===== src/rtl/ram_bist_pkg.sv =====
// Shared definitions for the March C- RAM self-test controller: state encoding,
// element indices, access phase and per-element direction/background tables.
package ram_bist_pkg;

  typedef enum logic [3:0] {
    S_IDLE,
    S_M0,
    S_M1,
    S_M2,
    S_M3,
    S_M4,
    S_M5,
    S_CHK,
    S_END
  } state_t;

  localparam logic [2:0] ELEM_M0 = 3'd0;
  localparam logic [2:0] ELEM_M1 = 3'd1;
  localparam logic [2:0] ELEM_M2 = 3'd2;
  localparam logic [2:0] ELEM_M3 = 3'd3;
  localparam logic [2:0] ELEM_M4 = 3'd4;
  localparam logic [2:0] ELEM_M5 = 3'd5;

  localparam logic PH_RD = 1'b0;
  localparam logic PH_WR = 1'b1;

  // Bit i describes element i; a background bit is replicated across the word.
  localparam logic [7:0] ELEM_DOWN = 8'b0001_1000;  // M3, M4 descend
  localparam logic [7:0] ELEM_EXP  = 8'b0001_0100;  // read O in M2, M4
  localparam logic [7:0] ELEM_WRB  = 8'b0000_1010;  // write O in M1, M3

  function automatic logic [2:0] state_elem(state_t s);
    case (s)
      S_M1:    return ELEM_M1;
      S_M2:    return ELEM_M2;
      S_M3:    return ELEM_M3;
      S_M4:    return ELEM_M4;
      S_M5:    return ELEM_M5;
      default: return ELEM_M0;
    endcase
  endfunction

  function automatic state_t next_elem_state(state_t s);
    case (s)
      S_M0:    return S_M1;
      S_M1:    return S_M2;
      S_M2:    return S_M3;
      S_M3:    return S_M4;
      S_M4:    return S_M5;
      S_M5:    return S_CHK;
      default: return S_IDLE;
    endcase
  endfunction

endpackage


===== src/rtl/bist_addr_gen.sv =====
// Up/down march address counter with load-to-start (0 or DEP-1) and an
// end-of-element flag that depends on the current direction.
module bist_addr_gen #(
  parameter int DEP   = 64,
  parameter int ADD_W = 6
) (
  input  logic             clk,
  input  logic             rst,
  input  logic             en,
  input  logic             load,
  input  logic             load_down,
  input  logic             down,
  output logic [ADD_W-1:0] addr,
  output logic             last
);

  localparam logic [ADD_W-1:0] TOP = ADD_W'(DEP - 1);

  always_ff @(posedge clk) begin
    if (rst) begin
      addr <= '0;
    end else if (load) begin
      addr <= load_down ? TOP : '0;
    end else if (en) begin
      addr <= down ? (addr - 1'b1) : (addr + 1'b1);
    end
  end

  assign last = down ? (addr == '0) : (addr == TOP);

endmodule


===== src/rtl/ram_bist.sv =====
// March C- BIST controller for a single-port registered-read RAM; reports
// pass/fail and the first failing address, element and read data.
module ram_bist
  import ram_bist_pkg::*;
#(
  parameter int DEP   = 64,
  parameter int WID   = 16,
  parameter int ADD_W = 6
) (
  input  logic             clk,
  input  logic             rst,
  input  logic             start,
  output logic             busy,
  output logic             done,
  output logic             pass,
  output logic [ADD_W-1:0] fail_addr,
  output logic [2:0]       fail_elem,
  output logic [WID-1:0]   fail_data,
  output logic             ram_wr,
  output logic [ADD_W-1:0] ram_addr,
  output logic [WID-1:0]   ram_din,
  input  logic [WID-1:0]   ram_dout
);

  state_t           state_q, state_d, nxt;
  logic             ph_q, ph_d;
  logic [2:0]       elem, cmp_elem;
  logic             ag_en, ag_load, ag_load_down, ag_last;
  logic [ADD_W-1:0] ag_addr, cmp_addr;
  logic             wr_req, din_bit, cmp_en, exp_bit, step, mismatch;
  logic             vld_p1;
  logic [ADD_W-1:0] addr_p1;

  assign elem = state_elem(state_q);

  bist_addr_gen #(
    .DEP   (DEP),
    .ADD_W (ADD_W)
  ) u_addr_gen (
    .clk       (clk),
    .rst       (rst),
    .en        (ag_en),
    .load      (ag_load),
    .load_down (ag_load_down),
    .down      (ELEM_DOWN[elem]),
    .addr      (ag_addr),
    .last      (ag_last)
  );

  always_comb begin
    state_d      = state_q;
    ph_d         = ph_q;
    nxt          = state_q;
    ag_en        = 1'b0;
    ag_load      = 1'b0;
    ag_load_down = 1'b0;
    wr_req       = 1'b0;
    din_bit      = 1'b0;
    cmp_en       = 1'b0;
    exp_bit      = 1'b0;
    cmp_elem     = elem;
    cmp_addr     = ag_addr;
    step         = 1'b0;
    case (state_q)
      S_IDLE: begin
        if (start) begin
          state_d = S_M0;
          ag_load = 1'b1;
          ph_d    = PH_RD;
        end
      end
      S_M0: begin
        wr_req = 1'b1;
        step   = 1'b1;
      end
      S_M1, S_M2, S_M3, S_M4: begin
        if (ph_q == PH_RD) begin
          ph_d = PH_WR;
        end else begin
          wr_req  = 1'b1;
          din_bit = ELEM_WRB[elem];
          cmp_en  = 1'b1;
          exp_bit = ELEM_EXP[elem];
          step    = 1'b1;
          ph_d    = PH_RD;
        end
      end
      // M5 reads every cycle; the compare trails the read by one cycle.
      S_M5: begin
        step     = 1'b1;
        cmp_en   = vld_p1;
        cmp_addr = addr_p1;
      end
      S_CHK: begin
        cmp_en   = vld_p1;
        cmp_addr = addr_p1;
        cmp_elem = ELEM_M5;
        state_d  = S_END;
      end
      S_END: begin
        state_d = S_IDLE;
        ag_load = 1'b1;
      end
      default: state_d = S_IDLE;
    endcase

    if (step) begin
      nxt = next_elem_state(state_q);
      if (ag_last) begin
        state_d      = nxt;
        ag_load      = 1'b1;
        ag_load_down = ELEM_DOWN[state_elem(nxt)];
      end else begin
        ag_en = 1'b1;
      end
    end

    // A mismatch suppresses the write scheduled for this same cycle.
    mismatch = cmp_en && (ram_dout != {WID{exp_bit}});
    if (mismatch) begin
      state_d      = S_END;
      wr_req       = 1'b0;
      ag_en        = 1'b0;
      ag_load      = 1'b1;
      ag_load_down = 1'b0;
      ph_d         = PH_RD;
    end
  end

  assign busy     = (state_q != S_IDLE) && (state_q != S_END);
  assign done     = (state_q == S_END);
  assign ram_wr   = wr_req;
  assign ram_addr = ag_addr;
  assign ram_din  = wr_req ? {WID{din_bit}} : '0;

  always_ff @(posedge clk) begin
    if (rst) begin
      state_q   <= S_IDLE;
      ph_q      <= PH_RD;
      vld_p1    <= 1'b0;
      pass      <= 1'b0;
      fail_addr <= '0;
      fail_elem <= '0;
      fail_data <= '0;
    end else begin
      state_q <= state_d;
      ph_q    <= ph_d;
      vld_p1  <= (state_q == S_M5) && !mismatch;
      if (state_q == S_IDLE && start) begin
        pass      <= 1'b0;
        fail_addr <= '0;
        fail_elem <= '0;
        fail_data <= '0;
      end else if (mismatch) begin
        fail_addr <= cmp_addr;
        fail_elem <= cmp_elem;
        fail_data <= ram_dout;
      end else if (state_q == S_CHK) begin
        pass <= 1'b1;
      end
    end
  end

  // p1: address of the read issued in the previous cycle
  always_ff @(posedge clk) begin
    addr_p1 <= ag_addr;
  end

endmodule


===== config.mk =====
export PLATFORM = sky130hd
export DESIGN_NAME = ram_bist
export DESIGN_NICKNAME = d
export VERILOG_FILES = /design/src/rtl/ram_bist_pkg.sv /design/src/rtl/bist_addr_gen.sv /design/src/rtl/ram_bist.sv
export SDC_FILE = /design/constraint.sdc
export NUM_CORES = 1
export LEC_CHECK = 0
export ABC_AREA = 1
export BUFFER_PORTS_ARGS = -buffer_cell sky130_fd_sc_hd__clkbuf_2
export CORE_MARGIN = 4
export CORE_UTILIZATION = 51
export CTS_CLUSTER_SIZE = 30
export DETAILED_ROUTE_END_ITERATION = 6
export PLACE_DENSITY = 0.79
export SLEW_MARGIN = 15
export SYNTH_ARGS = -nofsm -noshare
export SYNTH_HDL_FRONTEND = slang
export SYNTH_SLANG_ARGS = --single-unit

===== constraint.sdc =====
create_clock -name clk -period 6.2 [get_ports clk]
set_clock_uncertainty 0.1 [all_clocks]
set_input_delay 0.31 -clock clk [delete_from_list [all_inputs] [get_ports clk]]
set_output_delay 0.31 -clock clk [all_outputs]
set_load 0.05 [all_outputs]

; Word level (Yosys, flattened, before mapping)
; Memory sizes are Yosys's and may differ from the RTL's.
; Cells that the tools add are included.
[word_totals]
word_cells = 100
memories = 4
rom_bits = 32
out_inout_bits = 51
reg_bits = 44
[mem_list]
columns = memory, depth, width, rd, rd_ports_with_merged_regs, write_ports, line_no
row1 = (name not given), 8, 1, 1, 0, 0, ram_bist.sv:112  ; ag_load_down = ELEM_DOWN[state_elem(nxt)];
row2 = (name not given), 8, 1, 1, 0, 0, ram_bist.sv:83  ; exp_bit = ELEM_EXP[elem];
row3 = (name not given), 8, 1, 1, 0, 0, ram_bist.sv:81  ; din_bit = ELEM_WRB[elem];
row4 = (name not given), 8, 1, 1, 0, 0, ram_bist.sv:45  ; .down (ELEM_DOWN[elem]),
[classes]
bitwise_logic = 1
n_reduce_logical = 18
order_cmp = 2
n_eq_ne = 17
mux = 46
add_sub_neg = 2
[op_table]
columns = op, n
row1 = two-way mux 6 bit, 5
row2 = one-hot mux 3 bit (5 select lines), 2
row3 = == test 4 x 3 -> 1 bit (second input constant), 7
row4 = two-way mux 1 bit, 23
row5 = two-way mux 4 bit, 5
row6 = one-hot mux 3 bit (6 select lines), 1
row7 = == test 4 x 2 -> 1 bit (second input constant), 4
row8 = two-way mux 16 bit, 1
row9 = inequality test 16 bit, 1
row10 = one-hot mux 4 bit (3 select lines), 1
row11 = one-hot mux 1 bit (2 select lines), 5
row12 = two-way mux 3 bit, 3
row13 = < comparator 3 x 4 -> 1 bit (second input constant), 2
row14 = OR reduction 2 bit, 4
row15 = adder 6 x 1 -> 6 bit (second input constant), 1
row16 = == test 6 bit (second input constant), 1
row17 = logical NOT 6 bit, 1
row18 = OR reduction 6 bit, 1
row19 = subtractor 6 x 1 -> 6 bit (second input constant), 1
row20 = == test 4 x 1 -> 1 bit (second input constant), 1
row21 = == test 4 bit (second input constant), 1
row22 = logical AND 1 bit, 4
row23 = logical NOT 4 bit, 1
row24 = inequality test 4 bit (second input constant), 1
row25 = other kinds (7), 9

; Logic depth before layout (Yosys ltp)
[depth]
word_depth = 15
mapped_depth = 14

; By module
; Synthesis repeated with hierarchy kept, for this count alone.
[hier_totals]
hier_cells = 367
hier_area_um2 = 2522.4
[modules_own_cells]
columns = mod, seq_area_each_um2, area_each_um2, n_inst, cells_per_inst
row1 = ram_bist, 760.7, 2049.5, 1, 297
row2 = bist_addr_gen, 120.1, 473.0, 1, 70

; Worst setup path after synthesis
; OpenSTA, ideal clock, no wires.
[synth_path]
path_kind = flip-flop to output port
from = reg state_q[1]
to = out ram_din[10]
t_arrival_ns = 3.464
setup_slack_ns = 2.326
required_ns = 5.790
stages_incl_launch_ff = 14
path_buffers = 3
cell_sequence = dfxtp_1 -> inv_2 -> nand3_2 -> nand2_2 -> nand2_2 -> nand2_1 -> nand2_1 -> nand2_1 -> nand2_2 -> buf_6 -> buf_6 -> nand2_1 -> nor3_1 -> buf_4
[synth_between]
elab_chain_cells = 10
[synth_lines]
columns = item, line_no
row1 = from (decl), ram_bist.sv:25  ; state_t state_q, state_d, nxt;
row2 = from (signal assigned), ram_bist.sv:146  ; state_q <= state_d;
row3 = == test 4 x 3 -> 1 bit or == test 4 x 2 -> 1 bit (tied branches), "ram_bist_pkg.sv:33, ram_bist.sv:64"
row4 = one-hot mux 3 bit (5 select lines), ram_bist_pkg.sv:33  ; case (s)
row5 = memory (8 x 1 bit), n/a
row6 = two-way mux 1 bit (not written as such), ram_bist.sv:83
row7 = two-way mux 1 bit, ram_bist.sv:77  ; if (ph_q == PH_RD) begin
row8 = two-way mux 1 bit, ram_bist.sv:64  ; case (state_q)
row9 = inequality test 16 bit, ram_bist.sv:119  ; mismatch = cmp_en && (ram_dout != {WID{exp_bit}});
row10 = logical AND 1 bit, ram_bist.sv:119
row11 = two-way mux 1 bit, ram_bist.sv:120  ; if (mismatch) begin
row12 = two-way mux 16 bit (*), ram_bist.sv:134  ; assign ram_din = wr_req ? {WID{din_bit}} : '0;
row13 = to (decl), ram_bist.sv:21  ; output logic [WID-1:0] ram_din,
; Every way passes the cells marked *; elsewhere a longest branch is shown, timed or not. The select of a mux whose other input is x is not followed.

; Worst setup path after layout
[layout_path]
from = reg state_q[1]
to = out ram_din[7]
; Same word-level chain as after synthesis.

==> impl_metrics.json <==
{
  "hold_violations": 0,
  "ff_latch_area_um2": 880.8,
  "min-delay-start": "rst",
  "synth_fp_nets": 364,
  "multiInputGateArea_um2": 1101,
  "antenna_found_initial": 0,
  "powerDensity_nw_per_um2": 212.4,
  "synth-seq-cells": 44,
  "worst-path-buf-inv": 2,
  "wirelength_mm": 4.993,
  "vdd_drop_max_mv": 0.08931,
  "die_y_um": 74.84,
  "dp_hpwl_mm": 3.813,
  "io_pins": 70,
  "synth-xor-area-share_pct": 1.153,
  "required_ps": 5790,
  "htree_levels": 2,
  "grt_max_degree": 39,
  "place_congestion": 0.9036,
  "worstHoldPathCells": 2,
  "path_depth": 11,
  "cts_buffers": 5,
  "critPathCaptureType": "output pin",
  "wl_per_cell_um": 11.22,
  "clkTransAtPathRegs_ps": 80,
  "num_antenna_cells": 0,
  "setup_viol": 0,
  "drt_iter0_markers": 168,
  "vias": 2195,
  "ff2ff_setup_slack_ps": 3560,
  "first_global_vias": 1900,
  "fin_setup_tns_ps": 0,
  "synth_mux_area_share_pct": 0,
  "cts_buffer_depth": 2,
  "worst_slew_pin_slew_ps": 838.0,
  "port_buffers": 69,
  "setup.worst_path.class": "reg2out",
  "status": "complete, no violations",
  "start_util_pct": 52.33,
  "cts_root_buffer": "clkbuf_8",
  "rows": 24,
  "fin_util_pct": 59.86,
  "path_common_cell": "nand2_1",
  "yosys.area_share.simple_pct": 32.73,
  "synth-seq-area-share_pct": 38.66,
  "hp-class": "in2reg",
  "nFillCells": 437,
  "finalCritPeriodShare_pct": 54.67,
  "maxSlewHeadroom_pct": 44.00,
  "crit_family": "simple AND/OR/NAND/NOR gates",
  "avgSynthCellArea_um2": 6.701,
  "final_nets": 416,
  "drv_slew": 0,
  "drive_above_1_share_pct": 21.88,
  "period_minus_slack_ps": 3390,
  "yosys.area_share.adder_pct": 3.075,
  "r2r_end": "fail_elem[2]$_SDFFE_PP0P_",
  "cts_sinks": 44,
  "die_area_um2": 5601,
  "cp_slowest_cell": "nor3_2",
  "fp.coreArea_um2": 4354,
  "worstSkewPairLatency_ps": 290,
  "fp.dieW_um": 74.84,
  "ctsHoldBuffers": 0,
  "tritoncts": "yes",
  "synth_area_um2": 2278,
  "grt-ovfl-total": 0,
  "drv_cap": 0,
  "path_max_fanout": 38,
  "synth_top_family_by_area": "simple AND/OR/NAND/NOR gates",
  "ys.warnings.count": 0,
  "ff2ff_path_depth": 11,
  "start_kind": "register",
  "globalRouteTotalUtil_pct": 18.11,
  "arrival_ps": 2980,
  "dr.pass1.iters": 5,
  "rsz0062_at_grt": "no",
  "min_to": "state_q[3]$_SDFF_PP0_",
  "cts_setup_buffers": 0,
  "avgViaCountPerCell": 4.933,
  "r2r-start": "state_q[3]$_SDFF_PP0_",
  "fmax_ghz": 0.2950,
  "path_cells": "inv_2 -> nand3_2 -> nand2_2 -> nand2_2 -> nand2_1 -> nand2_1 -> nand2_1 -> nand2_2 -> nand2_1 -> nor3_2 -> clkbuf_2",
  "yosys.cell_types.count": 26,
  "power.leakage_uw": 0.001255,
  "grt_pass1_wl_mm": 8.052,
  "finalPower_uw": 553.4,
  "netlist_instances": 340,
  "cts_resized": 0,
  "cp_slowest_stage_delay_ps": 600,
  "area_growth_pct": 14.39,
  "synth_compound_area_share_pct": 11.15,
  "drc": 0,
  "final_antenna_net_count": 0
}
-- power by group --
part	total, uW	switching (uW)	leakage [uW]	internal [uW]
logic	72.7	50.3	0.000854	22.4
registers	298	7.77	0.000357	290
clock network	183	92.4	0.0000445	90.5
-- logic make-up after synthesis --
group | count (synthesis)
simple gates | 183
buf+inv | 56
xor+xnor | 3
fa+ha+maj | 5
compound gates | 49
flops | 44
-- synth_stat cells --
master      n  area share, %
xor2_1      1           0.38
clkbuf_1    1           0.16
xnor2_1     2           0.77
ha_1        4            2.2
o21ai_0    10            2.2
nor3_1      4           0.88
buf_4      15            4.9
nand4_1     8            2.2
dfxtp_1    44             39
a21boi_0    1           0.33
inv_2       2           0.33
buf_6       4            2.0
a31oi_1     1           0.27
nor2_1     48            7.9
a21oi_1    35            7.7
a21o_1      1           0.33
buf_2       4           0.88
nand2_2     5            1.4
fa_1        1           0.88
nand2_1   106             17
nor2_2      1           0.27
a211oi_1    1           0.33
nand3_1    10            2.2
inv_1      29            4.8
nand3_2     1           0.44
clkinv_1    1           0.16
-- layout make-up --
class / instances / area share, %
Multi-Input combinational cell: 240 / 42.25
Tap cell: 52 / 2.496
Sequential cell: 44 / 33.80
Timing Repair Buffer: 69 / 13.25
Clock buffer: 7 / 3.313
Clock inverter: 1 / 0.2880
Inverter: 32 / 4.609
-- placed cells by master (no fill, tap or decap) --
cell type	count
inv_2	2
a31oi_1	1
clkinvlp_4	1
inv_1	29
xor2_1	1
nor2_2	1
xnor2_1	2
nor3_2	1
nand2_2	5
nand2_1	106
fa_1	1
dfxtp_1	44
nand3_1	10
clkbuf_2	69
clkbuf_1	1
nand4_1	8
ha_1	4
a211oi_1	1
a21o_1	1
a21oi_1	35
nor3_1	3
o21ai_0	10
nand3_2	1
clkinv_1	1
a21boi_0	1
clkbuf_8	6
nor2_1	48
-- through the flow --
stage	instance area, um^2	worst slack, ps	hold WS, ps	std cells
2_1_floorplan	2278	2326	279.1	340
3_3_place_gp	2507	2900	304.4	437
3_5_place_dp	2507	2766	303.3	437
4_1_cts	2601	2439	98.66	445
5_1_grt	2606	2444	108.7	445
6_report	2606	2810	107.1	445
-- state kept, by name, summed over array words and instances, names as in the netlist --
name and cells:
pass 1, u_addr_gen.addr 6, fail_addr 6, ph_q 1, fail_data 16, state_q 4
addr_p1 6, vld_p1 1, fail_elem 3
-- per-layer routing --
layer / global-route usage, % / part of all wire, %
met1: 23.23 / 46
met2: 29.98 / 45
met3: 4.005 / 7.3
met4: 6.324 / 1.7
met5: 0 / 0
-- worst register-to-register path, delay by kind of cell, from the launching register on --
kind	cells	cell delay [ps]
buffers and inverters	2	670
AND/OR/NAND/NOR	8	1310
flip-flops	1	320
AO/OA/AOI/OAI	1	150
-- worst max path at each step --
stage | from | to
finish | state_q[1]$_SDFF_PP0_ | ram_din[7]
global route | state_q[3]$_SDFF_PP0_ | ram_din[3]
CTS | state_q[1]$_SDFF_PP0_ | ram_din[3]
detailed placement | state_q[3]$_SDFF_PP0_ | ram_din[3]
global placement | state_q[3]$_SDFF_PP0_ | ram_din[7]
floorplan | state_q[1]$_SDFF_PP0_ | ram_din[10]
(Power assumes the default switching activity.)
